--- src/rtl/mesh_terminal_agent.sv ---
// mesh_terminal_agent
//
// Edge-terminal endpoint for the mesh router array.
//   * Driver side: host packets are buffered in a small first-word-fall-through
//     FIFO and offered to the mesh (pndng_i_in / data_out_i_in, consumed by popin).
//   * Receiver side: packets delivered by the mesh (pndng / data_out) are taken
//     with a single-cycle pop, captured, destination-checked and counted.
//
// Ports
//   clk            in   system clock, rising edge
//   reset          in   asynchronous reset, active low
//   push           in   host write strobe
//   push_data      in   host packet
//   full           out  FIFO full
//   overflow       out  sticky: a push was dropped because the FIFO was full
//   pndng_i_in     out  FIFO not empty, head offered to the mesh
//   data_out_i_in  out  FIFO head (combinational)
//   popin          in   mesh consumes the FIFO head
//   pndng          in   mesh has a packet for this terminal
//   data_out       in   mesh packet, valid while pndng=1
//   pop            out  one-cycle pulse taking the mesh packet
//   rcv_valid      out  one-cycle pulse, rcv_data/rcv_ok valid
//   rcv_data       out  captured packet
//   rcv_ok         out  destination check result
//   rcv_cnt        out  saturating received-packet count
//   err_cnt        out  saturating check-failure count
//
// Build option
//   MESH_TERM_CHECK_EN : when defined, the destination check and err_cnt are
//                        active. When undefined, rcv_ok is tied to 1 and
//                        err_cnt to 0.
//
// Receiver FSM
//   state | meaning
//   IDLE  | waiting for pndng
//   TAKE  | pop asserted, capture data_out and evaluate the check
//   GAP   | rcv_valid asserted; gives the mesh a cycle to update pndng

module mesh_terminal_agent #(
  parameter int         pckg_sz    = 40,
  parameter int         fifo_depth = 4,
  parameter logic [3:0] ROW_ID     = 4'd0,
  parameter logic [3:0] COL_ID     = 4'd0,
  parameter logic [7:0] bdcst      = 8'hFF
) (
  input  logic               clk,
  input  logic               reset,
  input  logic               push,
  input  logic [pckg_sz-1:0] push_data,
  output logic               full,
  output logic               overflow,
  output logic               pndng_i_in,
  output logic [pckg_sz-1:0] data_out_i_in,
  input  logic               popin,
  input  logic               pndng,
  input  logic [pckg_sz-1:0] data_out,
  output logic               pop,
  output logic               rcv_valid,
  output logic [pckg_sz-1:0] rcv_data,
  output logic               rcv_ok,
  output logic [15:0]        rcv_cnt,
  output logic [15:0]        err_cnt
);

  localparam int PW = (fifo_depth > 1) ? $clog2(fifo_depth) : 1;
  localparam int CW = $clog2(fifo_depth) + 1;
  localparam logic [PW-1:0] LAST_PTR = PW'(fifo_depth - 1);
  localparam logic [CW-1:0] DEPTH_C  = CW'(fifo_depth);

  // ---------------------------------------------------------------- driver FIFO
  logic [pckg_sz-1:0] mem_q [fifo_depth];
  logic [PW-1:0]      wr_ptr_q, wr_ptr_d;
  logic [PW-1:0]      rd_ptr_q, rd_ptr_d;
  logic [CW-1:0]      count_q, count_d;
  logic               overflow_q, overflow_d;
  logic               do_push, do_pop;

  function automatic logic [PW-1:0] ptr_inc(input logic [PW-1:0] p);
    return (p == LAST_PTR) ? '0 : p + PW'(1);
  endfunction

  assign full          = (count_q == DEPTH_C);
  assign pndng_i_in    = (count_q != '0);
  assign data_out_i_in = mem_q[rd_ptr_q];
  assign overflow      = overflow_q;

  // A pop frees the slot the simultaneous push writes into, so a full FIFO
  // still accepts a push when popin is high in the same cycle.
  assign do_pop  = popin && pndng_i_in;
  assign do_push = push && (!full || do_pop);

  always_comb begin
    wr_ptr_d   = wr_ptr_q;
    rd_ptr_d   = rd_ptr_q;
    count_d    = count_q;
    overflow_d = overflow_q;
    if (do_push) wr_ptr_d = ptr_inc(wr_ptr_q);
    if (do_pop)  rd_ptr_d = ptr_inc(rd_ptr_q);
    if (do_push && !do_pop) count_d = count_q + CW'(1);
    if (!do_push && do_pop) count_d = count_q - CW'(1);
    if (push && !do_push)   overflow_d = 1'b1;
  end

  always_ff @(posedge clk or negedge reset) begin
    if (!reset) begin
      wr_ptr_q   <= '0;
      rd_ptr_q   <= '0;
      count_q    <= '0;
      overflow_q <= 1'b0;
      for (int i = 0; i < fifo_depth; i++) mem_q[i] <= '0;
    end else begin
      wr_ptr_q   <= wr_ptr_d;
      rd_ptr_q   <= rd_ptr_d;
      count_q    <= count_d;
      overflow_q <= overflow_d;
      if (do_push) mem_q[wr_ptr_q] <= push_data;
    end
  end

  // ---------------------------------------------------------------- receiver
  typedef enum logic [1:0] {IDLE, TAKE, GAP} state_t;

  state_t             state_q, state_d;
  logic [pckg_sz-1:0] rcv_data_q;
  logic [15:0]        rcv_cnt_q;

  always_comb begin
    state_d   = state_q;
    pop       = 1'b0;
    rcv_valid = 1'b0;
    case (state_q)
      IDLE: if (pndng) state_d = TAKE;
      TAKE: begin
        pop     = 1'b1;
        state_d = GAP;
      end
      GAP: begin
        rcv_valid = 1'b1;
        state_d   = IDLE;
      end
      default: state_d = IDLE;
    endcase
  end

  always_ff @(posedge clk or negedge reset) begin
    if (!reset) begin
      state_q    <= IDLE;
      rcv_data_q <= '0;
      rcv_cnt_q  <= '0;
    end else begin
      state_q <= state_d;
      if (state_q == TAKE) rcv_data_q <= data_out;
      if (rcv_valid && (rcv_cnt_q != 16'hFFFF)) rcv_cnt_q <= rcv_cnt_q + 16'd1;
    end
  end

  assign rcv_data = rcv_data_q;
  assign rcv_cnt  = rcv_cnt_q;

`ifdef MESH_TERM_CHECK_EN
  logic        rcv_ok_q;
  logic [15:0] err_cnt_q;
  logic        dst_ok;

  assign dst_ok = (data_out[pckg_sz-1 -: 8] == bdcst) ||
                  ((data_out[pckg_sz-9 -: 4] == ROW_ID) &&
                   (data_out[pckg_sz-13 -: 4] == COL_ID));

  always_ff @(posedge clk or negedge reset) begin
    if (!reset) begin
      rcv_ok_q  <= 1'b0;
      err_cnt_q <= '0;
    end else begin
      if (state_q == TAKE) rcv_ok_q <= dst_ok;
      if (rcv_valid && !rcv_ok_q && (err_cnt_q != 16'hFFFF))
        err_cnt_q <= err_cnt_q + 16'd1;
    end
  end

  assign rcv_ok  = rcv_ok_q;
  assign err_cnt = err_cnt_q;
`else
  // Identity parameters are only consumed by the check; keep them referenced.
  logic unused_cfg;
  assign unused_cfg = ^{ROW_ID, COL_ID, bdcst};

  assign rcv_ok  = 1'b1;
  assign err_cnt = 16'd0;
`endif

endmodule

--- config.mk ---
export PLATFORM = sky130hd
export DESIGN_NAME = mesh_terminal_agent
export DESIGN_NICKNAME = d
export VERILOG_FILES = /design/src/rtl/mesh_terminal_agent.sv
export SDC_FILE = /design/constraint.sdc
export NUM_CORES = 1
export LEC_CHECK = 0
export ABC_AREA = 1
export ABC_CLOCK_PERIOD_IN_PS = 2500
export CAP_MARGIN = 20
export CORE_ASPECT_RATIO = 1.5
export CORE_MARGIN = 4
export CORE_UTILIZATION = 54
export CTS_BUF_LIST = sky130_fd_sc_hd__clkbuf_4 sky130_fd_sc_hd__clkbuf_8
export DETAILED_ROUTE_END_ITERATION = 10
export PLACE_DENSITY = 0.92
export SKIP_CTS_REPAIR_TIMING = 1
export SLEW_MARGIN = 0
export SYNTH_ARGS = -nofsm -noshare
export SYNTH_HDL_FRONTEND = slang
export SYNTH_SLANG_ARGS = --single-unit
--- constraint.sdc ---
create_clock -name clk -period 2.5 [get_ports clk]
set_input_delay 0.5 -clock clk [delete_from_list [all_inputs] [get_ports clk]]
set_output_delay 0.5 -clock clk [all_outputs]
set_load 0.03 [all_outputs]
==> results of run 1 <==
per-stage QoR:
| step | cell area, um2 | power, uW | TNS (ns) | hold WS [ns] | worst slack [ns] |
|---|---|---|---|---|---|
| 2_1_floorplan | 10200 | 11100 | 0 | 0.204 | 0.523 |
| 3_3_place_gp | 12200 | 13900 | 0 | 0.419 | 0.0997 |
| 3_5_place_dp | 12200 | 14200 | 0 | 0.426 | 0.0219 |
| 4_1_cts | 12800 | 17300 | -10.16 | -0.0156 | -0.332 |
| 5_1_grt | 12900 | 18200 | -0.0284 | 0.00264 | -0.0150 |
| 6_report | 12900 | 17000 | 0 | -0.0583 | 0.107 |
placed cells by master, fill, tap and decap left out, drive strengths merged, types with 2 or more instances in the layout:
cell type / instances
clkbuf: 53
dfrtp: 226
xor2: 4
nand4: 8
clkdlybuf4s50: 142
clkinv: 8
nor2: 105
o21ai: 251
dlymetal6s2s: 37
nor3: 3
o22ai: 40
nand3: 11
inv: 72
buf: 29
ha: 7
clkinvlp: 2
conb: 17
nand2: 364
xnor2: 2
critical path, cell delays in order (launching register included):
cell and delay, ns:
sky130_fd_sc_hd__dfrtp_2 0.45, sky130_fd_sc_hd__inv_2 0.11, sky130_fd_sc_hd__buf_12 0.22, sky130_fd_sc_hd__o21ai_0 0.11, sky130_fd_sc_hd__o22ai_1 0.14, sky130_fd_sc_hd__dlymetal6s2s_1 0.35
flip-flops by register name, summed over array words and instances, names as in the netlist:
register	flops
mem_q	160
rcv_data	40
rcv_cnt	16
count_q	3
rd_ptr_q	2
state_q	2
wr_ptr_q	2
overflow	1
path summary, 6_finish.rpt:
check / depth (start not counted) / slack, ns / end
max: 5 / 0.11 / data_out_i_in[18]
min: 1 / -0.06 / rcv_cnt[8]
max reg2reg: 8 / 0.53 / count_q[2]
min reg2reg: 1 / 0.43 / state_q[0]
max in group asynchronous: 2 / 1.72 / mem_q[35]
min in group clk: 1 / 0.43 / state_q[0]
layer usage:
layer,vias up,GRT usage
li1,4158,-
met5,-,0
met3,47,0.0406
met1,4191,0.286
met4,0,0.0793
met2,309,0.437
logic make-up after synthesis:
kind of cell / count (synthesis)
flip-flops: 226
AO/OA/AOI/OAI: 294
adder cells (fa/ha/maj): 8
AND/OR/NAND/NOR: 493
XOR/XNOR: 6
other: 2
buffers and inverters: 155
final cells by class:
type,instances,area share
clock buffer,49,0.0473
clock inverter,11,0.00494
tap,252,0.0244
multi-input combinational,818,0.289
inverter,71,0.0210
timing repair buffer,212,0.176
sequential,226,0.438
power groups by stage:
stage	Clock, uW	Combinational [uW]	Sequential [uW]
3_5_place_dp	0	8200	6020
5_1_grt	3220	8780	6160
4_1_cts	3040	8230	5980
2_1_floorplan	0	4780	6300
3_3_place_gp	0	7980	5940
6_report	2980	8020	5990
==> impl_metrics.py, run 1 <==
metrics = {
    "status": {
        "outcome": "complete, but fails checks",
        "failing_checks": "hold timing",
    },
    "logic_synthesis": {
        "post_synth.cell_area_avg_um2": 8.56,
        "share_of_async_settable_or_async_resettable_flops_after_synthesis": 1.00,
        "synth.cells.most_frequent": "355 x sky130_fd_sc_hd__nand2_1, 226 x sky130_fd_sc_hd__dfrtp_1, 133 x sky130_fd_sc_hd__o21ai_0, 117 x sky130_fd_sc_hd__o21ai_1, 100 x sky130_fd_sc_hd__nor2_1",
        "synth_top_area_cell": "sky130_fd_sc_hd__dfrtp_1",
        "area_share_of_xor_xnor_cells_in_the_synthesized_design": 0.00519,
        "yosysTopAreaCellShare": 0.558,
        "syn_area_mm2": 0.0101,
        "synth_top_family_by_area": "simple AND/OR/NAND/NOR gates",
        "cell_types_occupying_the_most_area_after_synthesis": "sky130_fd_sc_hd__dfrtp_1 56%, sky130_fd_sc_hd__nand2_1 13%, sky130_fd_sc_hd__o21ai_0 6.6%",
        "synth_edf_count": 0,
        "synthDistinctLibCells": 33,
        "synth-warning-count": 0,
        "post_synth_mux_area_share": 0,
        "yosys.cell_count.top_type": "sky130_fd_sc_hd__nand2_1",
        "ys_ff_latch": 226,
        "yosysSeqAreaShare": 0.558,
        "synth_simple_gate_area_share": 0.195,
        "synthAdderAreaFrac": 0.0106,
        "post_synth_inst_count": 1184,
        "synth_ff_type": "sky130_fd_sc_hd__dfrtp_1",
        "synth_compound_gate_area_share": 0.151,
    },
    "layout": {
        "final_cells": 1639,
        "area.sequential_mm2": 0.00566,
        "fillers": 1371,
        "post_route_cells_drive_above_1_share": 0.0836,
        "design.final.nets": 1456,
        "finalCoreUtilization": 0.700,
        "multi_input_area_mm2": 0.00373,
        "area_growth_syn_to_fin_pct": 27.5,
        "diodes": 0,
    },
    "routing": {
        "post_drt_via_cell_ratio": 5.31,
        "highest_routed_layer": "met4",
        "wl_met3_mm": 1.44,
        "met2_length_mm": 13.3,
        "wl_met1_mm": 9.79,
        "avgRoutedWirePerCell_um": 15.3,
        "residual_drc": 0,
        "detail_route.iter0.violations": 796,
        "detailroute.via_count": 8705,
        "final_antenna_net_count": 0,
        "routed_wire_length_mm": 25.2,
        "drtPass1Iterations": 5,
    },
    "cts": {
        "cts-root-buf": "sky130_fd_sc_hd__clkbuf_8",
        "cts_htree_levels": 2,
        "clock-sinks": 226,
        "clk-insertion-delay-late_ns": 0.51,
        "cts_made_buffers": 34,
        "clk_pin_slew_ns": 0.07,
        "ctsLongestPathBuffers": 3,
        "cts_tree": "built",
    },
    "pwr": {
        "cell_internal_pwr_uw": 9780,
        "vdd.ir_drop.worst_mv": 0.884,
        "static-leakage-power_uw": 0.00655,
        "switching_share": 0.424,
        "power_switching_uw": 7210,
        "power_density_mw_per_mm2": 1320,
        "power.sequential.fraction": 0.353,
        "clk_pwr_share": 0.175,
        "comb_power_share": 0.472,
    },
    "setup_path": {
        "path_max_fanout": 44,
        "critical_path_required_ns": 2.00,
        "worstSetupStartpoint": "rd_ptr_q[0]",
        "timing.critical_path.to_type": "output port",
        "rr_startpoint": "count_q[2]",
        "worstSetupPathType": "flop to output port",
        "critPathArrivalTime_ns": 1.89,
        "cp-start-kind": "flop",
    },
    "floorplanning": {
        "boundaryPins": 203,
        "die_area_mm2": 0.0211,
        "die_height_um": 176,
        "core_area_mm2": 0.0185,
        "die_w_um": 120,
        "placementRows": 61,
        "start_util": 0.549,
    },
    "global_routing": {
        "track_usage": 0.239,
        "largest_net_degree_at_the_start_of_global_routing": 80,
        "grt_first_pass_wirelength_mm": 42.0,
        "grt_pass1_vias": 8911,
        "grt_antenna_before_repair": 0,
        "sum_of_overflow_across_all_layers_after_global_routing": 0,
    },
    "placed_design": {
        "port_buffers": 185,
        "place.detailed.hpwl_mm": 16.8,
        "numPlacedInstances": 1579,
        "gp_routability_congestion": 0.879,
    },
    "sta": {
        "timing.final.setup_violations": 0,
        "final_min_period_over_clock_period": 0.957,
        "fmax_mhz": 418,
        "worst_slew_pin_slew_ns": 0.632,
        "hold_ws_ns": -0.0583,
        "timing.max_slew.rel_slack": 0.578,
        "final_critical_path_time_including_i_o_delays_and_setup_ns": 2.39,
        "slew_viol_final": 0,
        "clock-skew-final_ns": 0.0211,
        "timing.final.hold_violations": 34,
    },
    "run": {
        "timing.max_cap.violations": 0,
    },
    "hold_path": {
        "hp-class": "input pin to async pin",
    },
}
Note: power is estimated with default switching activity, not from simulation.
==> run 2: changes to the inputs <==
--- a/config.mk
+++ b/config.mk
@@ -12,10 +12,12 @@
 export CORE_MARGIN = 4
 export CORE_UTILIZATION = 54
 export CTS_BUF_LIST = sky130_fd_sc_hd__clkbuf_4 sky130_fd_sc_hd__clkbuf_8
+export CTS_CLUSTER_SIZE = 14
 export DETAILED_ROUTE_END_ITERATION = 10
 export PLACE_DENSITY = 0.92
 export SKIP_CTS_REPAIR_TIMING = 1
-export SLEW_MARGIN = 0
+export SKIP_LAST_GASP = 1
+export SLEW_MARGIN = 40
 export SYNTH_ARGS = -nofsm -noshare
 export SYNTH_HDL_FRONTEND = slang
 export SYNTH_SLANG_ARGS = --single-unit
==> results of run 2 <==
The final DEF is identical to that of run 1; final timing and power are the same.
